<file path="src/rtl/exception_pkg.sv">
// Shared types and constants for the exception arbiter: ExcCodes, flag bit
// positions, FSM states and the latched exception record.
package exception_pkg;

  localparam logic [4:0] CODE_INT  = 5'd0;
  localparam logic [4:0] CODE_ADEL = 5'd4;
  localparam logic [4:0] CODE_ADES = 5'd5;
  localparam logic [4:0] CODE_SYS  = 5'd8;
  localparam logic [4:0] CODE_BP   = 5'd9;
  localparam logic [4:0] CODE_RI   = 5'd10;
  localparam logic [4:0] CODE_OV   = 5'd12;

  // Bit positions inside m_exc_flags, highest priority at the top.
  localparam int FLAG_IF_ADEL  = 6;
  localparam int FLAG_RI       = 5;
  localparam int FLAG_OV       = 4;
  localparam int FLAG_SYS      = 3;
  localparam int FLAG_BP       = 2;
  localparam int FLAG_MEM_ADEL = 1;
  localparam int FLAG_MEM_ADES = 0;

  localparam int STATUS_IE  = 0;
  localparam int STATUS_EXL = 1;

  typedef enum logic [1:0] {
    S_IDLE  = 2'd0,
    S_HOLD  = 2'd1,
    S_ISSUE = 2'd2,
    S_DRAIN = 2'd3
  } exc_state_t;

  typedef struct packed {
    logic [4:0]  code;
    logic [31:0] pc;
    logic        in_delay_slot;
    logic [31:0] badvaddr;
    logic        is_eret;
  } exc_record_t;

endpackage

</file>
<file path="src/rtl/exc_priority_enc.sv">
// Combinational priority encoder: collapses the interrupt request, the
// per-instruction exception flags and ERET into a single exception record.
module exc_priority_enc
  import exception_pkg::*;
(
  input  logic [6:0]  flags,
  input  logic        int_req,
  input  logic [31:0] pc,
  input  logic        in_delay_slot,
  input  logic [31:0] mem_addr,
  input  logic        eret,
  output exc_record_t rec
);

  // Interrupts outrank every synchronous exception; ERET only wins when
  // nothing else is pending, so it never coexists with an exception record.
  always_comb begin
    rec               = '0;
    rec.pc            = pc;
    rec.in_delay_slot = in_delay_slot;
    if (int_req) begin
      rec.code = CODE_INT;
    end else if (flags[FLAG_IF_ADEL]) begin
      rec.code     = CODE_ADEL;
      rec.badvaddr = pc;
    end else if (flags[FLAG_RI]) begin
      rec.code = CODE_RI;
    end else if (flags[FLAG_OV]) begin
      rec.code = CODE_OV;
    end else if (flags[FLAG_SYS]) begin
      rec.code = CODE_SYS;
    end else if (flags[FLAG_BP]) begin
      rec.code = CODE_BP;
    end else if (flags[FLAG_MEM_ADEL]) begin
      rec.code     = CODE_ADEL;
      rec.badvaddr = mem_addr;
    end else if (flags[FLAG_MEM_ADES]) begin
      rec.code     = CODE_ADES;
      rec.badvaddr = mem_addr;
    end else if (eret) begin
      rec.is_eret = 1'b1;
    end
  end

endmodule

</file>
<file path="src/rtl/exception_arbiter.sv">
// Exception initiator at the memory/commit boundary: detects, holds through
// stalls, issues a one-cycle record, then drains. EXC_INT_SYNC_EN adds a
// 2-flop synchronizer on ext_int.
module exception_arbiter
  import exception_pkg::*;
#(
  parameter int          DRAIN_CYCLES   = 2,
  parameter logic [31:0] RESET_LOCATION = 32'hBFC00380
) (
  input  logic        clk,
  input  logic        resetn,
  input  logic        m_valid,
  input  logic        m_stall,
  input  logic [31:0] m_pc,
  input  logic        m_in_delay_slot,
  input  logic [6:0]  m_exc_flags,
  input  logic [31:0] m_mem_addr,
  input  logic        m_is_eret,
  input  logic [5:0]  ext_int,
  input  logic [31:0] cp0_status,
  input  logic [31:0] cp0_cause,
  input  logic        timer_interrupt,
  output logic        exc_valid,
  output logic [4:0]  exc_code,
  output logic [31:0] exc_pc,
  output logic        exc_in_delay_slot,
  output logic [31:0] exc_badvaddr,
  output logic [31:0] exc_location,
  output logic        is_eret,
  output logic        flush,
  output logic [5:0]  hw_int
);

  exc_state_t  state;
  exc_record_t rec_q;
  exc_record_t enc_rec;
  exc_record_t issue_rec;
  logic [2:0]  drain_cnt;
  logic [7:0]  ip;
  logic        int_req;
  logic        detect;
  logic        fire;
  logic        unused_cp0_bits;

`ifdef EXC_INT_SYNC_EN
  logic [5:0] int_meta;
  logic [5:0] int_sync;

  always_ff @(posedge clk or negedge resetn) begin
    if (!resetn) begin
      int_meta <= '0;
      int_sync <= '0;
    end else begin
      int_meta <= ext_int;
      int_sync <= int_meta;
    end
  end

  assign hw_int = int_sync;
`else
  assign hw_int = ext_int;
`endif

  assign unused_cp0_bits = ^{cp0_status[31:16], cp0_status[7:2],
                             cp0_cause[31:10], cp0_cause[7:0]};

  exc_priority_enc u_prio (
    .flags         (m_exc_flags),
    .int_req       (int_req),
    .pc            (m_pc),
    .in_delay_slot (m_in_delay_slot),
    .mem_addr      (m_mem_addr),
    .eret          (m_is_eret),
    .rec           (enc_rec)
  );

  // A held record is released from HOLD; a fresh one bypasses straight to issue.
  always_comb begin
    ip        = {timer_interrupt | hw_int[5], hw_int[4:0], cp0_cause[9:8]};
    int_req   = cp0_status[STATUS_IE] & ~cp0_status[STATUS_EXL]
                & (|(cp0_status[15:8] & ip));
    detect    = (state == S_IDLE) & m_valid
                & (int_req | (|m_exc_flags) | m_is_eret);
    fire      = ~m_stall & (detect | (state == S_HOLD));
    issue_rec = (state == S_HOLD) ? rec_q : enc_rec;
  end

  always_ff @(posedge clk or negedge resetn) begin
    if (!resetn) begin
      state             <= S_IDLE;
      rec_q             <= '0;
      drain_cnt         <= '0;
      exc_valid         <= 1'b0;
      exc_code          <= '0;
      exc_pc            <= '0;
      exc_in_delay_slot <= 1'b0;
      exc_badvaddr      <= '0;
      exc_location      <= '0;
      is_eret           <= 1'b0;
      flush             <= 1'b0;
    end else begin
      exc_location      <= RESET_LOCATION;
      exc_valid         <= 1'b0;
      is_eret           <= 1'b0;
      flush             <= 1'b0;
      exc_code          <= '0;
      exc_pc            <= '0;
      exc_in_delay_slot <= 1'b0;
      exc_badvaddr      <= '0;

      if (fire) begin
        exc_valid         <= ~issue_rec.is_eret;
        is_eret           <= issue_rec.is_eret;
        flush             <= 1'b1;
        exc_code          <= issue_rec.code;
        exc_pc            <= issue_rec.pc;
        exc_in_delay_slot <= issue_rec.in_delay_slot;
        exc_badvaddr      <= issue_rec.badvaddr;
      end

      case (state)
        S_IDLE: begin
          if (detect) begin
            rec_q <= enc_rec;
            state <= m_stall ? S_HOLD : S_ISSUE;
          end
        end
        S_HOLD: begin
          if (!m_stall) state <= S_ISSUE;
        end
        S_ISSUE: begin
          drain_cnt <= 3'(DRAIN_CYCLES);
          state     <= S_DRAIN;
        end
        S_DRAIN: begin
          drain_cnt <= drain_cnt - 3'd1;
          if (drain_cnt == 3'd1) state <= S_IDLE;
        end
        default: state <= S_IDLE;
      endcase
    end
  end

endmodule

</file>
<file path="config.mk">
export PLATFORM = sky130hd
export DESIGN_NAME = exception_arbiter
export DESIGN_NICKNAME = d
export VERILOG_FILES = /design/src/rtl/exception_pkg.sv /design/src/rtl/exc_priority_enc.sv /design/src/rtl/exception_arbiter.sv
export SDC_FILE = /design/constraint.sdc
export NUM_CORES = 1
export LEC_CHECK = 0
export BUFFER_PORTS_ARGS = -buffer_cell sky130_fd_sc_hd__buf_2
export CORE_MARGIN = 1
export CORE_UTILIZATION = 35
export CTS_CLUSTER_SIZE = 20
export DETAILED_ROUTE_END_ITERATION = 16
export PLACE_DENSITY_LB_ADDON = 0.12
export SYNTH_ARGS = -nofsm -noshare
export SYNTH_HDL_FRONTEND = slang
export SYNTH_SLANG_ARGS = --single-unit
</file>
<file path="constraint.sdc">
create_clock -name clk -period 1.9 [get_ports clk]
set_input_delay 0.38 -clock clk [delete_from_list [all_inputs] [get_ports clk]]
set_output_delay 0.38 -clock clk [all_outputs]
set_load 0.01 [all_outputs]
</file>
==> impl_metrics.env <==
export IMPL_cts_inserted_buffers=17
export IMPL_viasPerCell=4.99
export IMPL_crit_chain="inv_1, ha_1, nand2_1, a31oi_4, o21ai_4, buf_12, buf_4, a22o_1"
export IMPL_cts_tree="done"
export IMPL_io_buffers=185
export IMPL_dieWidth_um=138
export IMPL_num_vias=4821
export IMPL_synthMostInstantiatedCell="dfrtp_1"
export IMPL_synth_cells=533
export IMPL_period_share=0.936
export IMPL_swShare=0.323
export IMPL_p_switching_uw=3840
export IMPL_crit_type="flip-flop to flip-flop"
export IMPL_clock_fmax_mhz=562
export IMPL_detail_route_first_pass_iterations=4
export IMPL_clkPwrFrac=0.273
export IMPL_nNetsFinal=878
export IMPL_ir_worst_vdd_v=0.000665
export IMPL_critPathMaxStageDelay_ns=0.38
export IMPL_worstSkewPairLatency_ns=0.41
export IMPL_drc=0
export IMPL_slew_viol_final=0
export IMPL_io_pins=259
export IMPL_place_area_um2=7780
export IMPL_outcome="finished, final reports clean"
export IMPL_core_rowCount=49
export IMPL_synthToLayoutAreaGrowth_pct=30.1
export IMPL_crit_path_end_kind="flip-flop"
export IMPL_grt_pass1_wl_um=25200
export IMPL_grt_pass1_vias=4901
export IMPL_max_slew_margin=0.659
export IMPL_clockBufferDepth=2
export IMPL_routedWlPerCell_um=16.7
export IMPL_grt_use_total=0.176
export IMPL_dp_hpwl_um=10800
export IMPL_die_area_um2=19000
export IMPL_critical_path_arrival_ns=2.08
export IMPL_p_leak_uw=0.00423
export IMPL_synth_seq_area_share=0.574
export IMPL_setup_violations=0
export IMPL_power_per_cell_area_nw_per_um2=1420
export IMPL_hp_class="input port to flip-flop"
export IMPL_synth_avg_cell_area_um2=12.1
export IMPL_drtIter0Drc=203
export IMPL_start_util=0.358
export IMPL_worst_slew_pin_slew_ns=0.511
export IMPL_grt_overflow=0
export IMPL_cts_root_buffer="clkbuf_16"
export IMPL_path_clk_slew_ns=0.06
export IMPL_routed_wl_um=16200
export IMPL_synth_warnings=0
export IMPL_place_congestion=0.806
export IMPL_crit_fanout=23
export IMPL_async_reset_ff_frac=1.00
export IMPL_fin_skew_ns=0.00648
export IMPL_cpMaxStageDelayCell="dfrtp_1"
export IMPL_p_int_uw=8050
export IMPL_p_seq_frac=0.390
export IMPL_ys_ff_latch=148
export IMPL_htreeDepth=4
export IMPL_synth_edf_count=0
export IMPL_die_h_um=138
export IMPL_synth_top_cell_area_share=0.574
export IMPL_synth_flop_cell="dfrtp_1"
export IMPL_core_area_um2=18000
export IMPL_drive_gt1_frac=0.408
export IMPL_yosysTopAreaCell="dfrtp_1"
export IMPL_synthesis_area_um2=6460
export IMPL_synth_cell_types=40
export IMPL_numClockSinks=148
export IMPL_antenna_found_initial=1
export IMPL_min_path_cells=2
export IMPL_fin_util=0.466
export IMPL_num_fill_cells=1694
export IMPL_ant_nets=0
export IMPL_crit_required_ns=2.20
export IMPL_rr_worst_depth=8
export IMPL_hold_viol=0
export IMPL_grt_max_degree=44
export IMPL_rsz0062_at_grt="false"
export IMPL_maxCapViolCount=0
export IMPL_period_needed_ns=1.78
export IMPL_netlist_top_cells_count="dfrtp_1 (148), nor2_1 (75), a22o_1 (68)"
export IMPL_comb_power_share=0.337
export IMPL_synthTopCellsByArea="dfrtp_1 (57%), a22o_1 (9.2%), mux2_2 (5.9%), mux2i_1 (5.1%), buf_4 (4.7%)"
export IMPL_final_area_um2=8400
export IMPL_cp_start_kind="flip-flop"
worst paths after layout:
kind | startpoint | endpoint | slack (ns)
hold / removal | m_in_delay_slot | rec_q[33]$_DFFE_PN0P_ | 0.22
max in group asynchronous | resetn | exc_code[2]$_DFF_PN0_ | 0.89
min in group asynchronous | resetn | exc_badvaddr[26]$_DFF_PN0_ | 0.42
setup reg to reg | state[1]$_DFFE_PN0P_ | rec_q[2]$_DFFE_PN0P_ | 0.12
hold reg to reg | rec_q[0]$_DFFE_PN0P_ | exc_valid$_DFF_PN0_ | 0.50
setup / recovery | state[1]$_DFFE_PN0P_ | rec_q[2]$_DFFE_PN0P_ | 0.12
cell families (layout without fill, tap and decap cells):
| family | count (synthesis) | after routing | synth area share |
|---|---|---|---|
| other | 2 | 23 | 0.00116 |
| and+or+nand+nor | 101 | 101 | 0.0684 |
| AOI/OAI and AO/OA | 124 | 124 | 0.157 |
| muxes | 67 | 67 | 0.110 |
| xor gates and xnor gates | 1 | 1 | 0.00136 |
| adders and majority gates | 6 | 6 | 0.0116 |
| buffers and inverters | 84 | 268 | 0.0765 |
| DFF | 148 | 148 | 0.574 |
cell usage in the layout, fill, tap and decap left out, drive strengths merged, types with 2 or more instances in the layout:
cell	netlist	routed
clkbuf	15	21
nor2	75	75
nand2b	2	2
nand3	4	4
clkinvlp	0	5
a21oi	5	5
conb	2	22
nor4	3	3
inv	10	11
nor3	5	5
nand2	7	7
mux2i	33	33
dfrtp	148	148
buf	59	225
mux2	34	34
clkinv	0	4
o21ai	5	5
ha	6	6
a32o	4	4
a22o	68	68
a22oi	34	34
repair_timing:
action | CTS | global route
hold buffers | 1 | 0
setup buffers | 0 | 0
endpoints found under the hold margin | 27 | 0
setup endpoints to repair | 0 | 89
gates resized for setup | 0 | 3
area by class of cell:
cell class / instances / area (um2) / share of cell area
Multi-Input combinational cell: 321 / 2410 / 0.287
Clock buffer: 21 / 480 / 0.0572
Sequential cell: 148 / 3700 / 0.441
Clock inverter: 11 / 100 / 0.0119
Timing Repair Buffer: 226 / 1380 / 0.164
Tap cell: 229 / 287 / 0.0341
Inverter: 10 / 37.5 / 0.00447
Antenna cell: 1 / 2.50 / 0.000298
sequential cells by signal, indices dropped and copies added (netlist names):
register,flops
exc_valid,1
flush,1
rec_q,70
exc_location,1
state,2
exc_in_delay_slot,1
drain_cnt,3
is_eret,1
exc_badvaddr,32
exc_code,4
exc_pc,32
worst max-delay path: cells and delay by family, from the launching register on:
family	cells	cell delay (ns)
AOI/OAI and AO/OA	3	0.53
adders and majority gates	1	0.18
buffers and inverters	3	0.45
DFF	1	0.38
and+or+nand+nor	1	0.11
metrics by stage:
step           hold WS [ns]  TNS [ns]  cells  total power, uW  setup WS [ns]
4_1_cts               0.194         0    966            12000         0.0190
5_1_grt               0.207         0    966            12700        0.00781
3_3_place_gp          0.277    -20.16    933             8600         -0.218
3_5_place_dp          0.279    -18.01    933             8710         -0.209
2_1_floorplan        0.0844   -0.0496    553             7230       -0.00248
6_report              0.217         0    967            11900          0.122
routing by layer:
| metal | GRT usage | vias to the layer above | part of all wire |
|---|---|---|---|
| li1 | - | 2239 | - |
| met1 | 0.231 | 2397 | 0.46 |
| met2 | 0.281 | 168 | 0.47 |
| met3 | 0.0423 | 17 | 0.057 |
| met4 | 0.0616 | 0 | 0.014 |
| met5 | 0 | - | 0 |
power groups by stage:
stage	Sequential, uW	Combinational [uW]	Clock (uW)
after global routing	4750	4430	3480
after detailed placement	4670	4040	0
after global placement	4630	3970	0
after floorplan	4740	2490	0
after CTS	4620	4060	3330
final	4640	4010	3250
(Power assumes the default switching activity.)
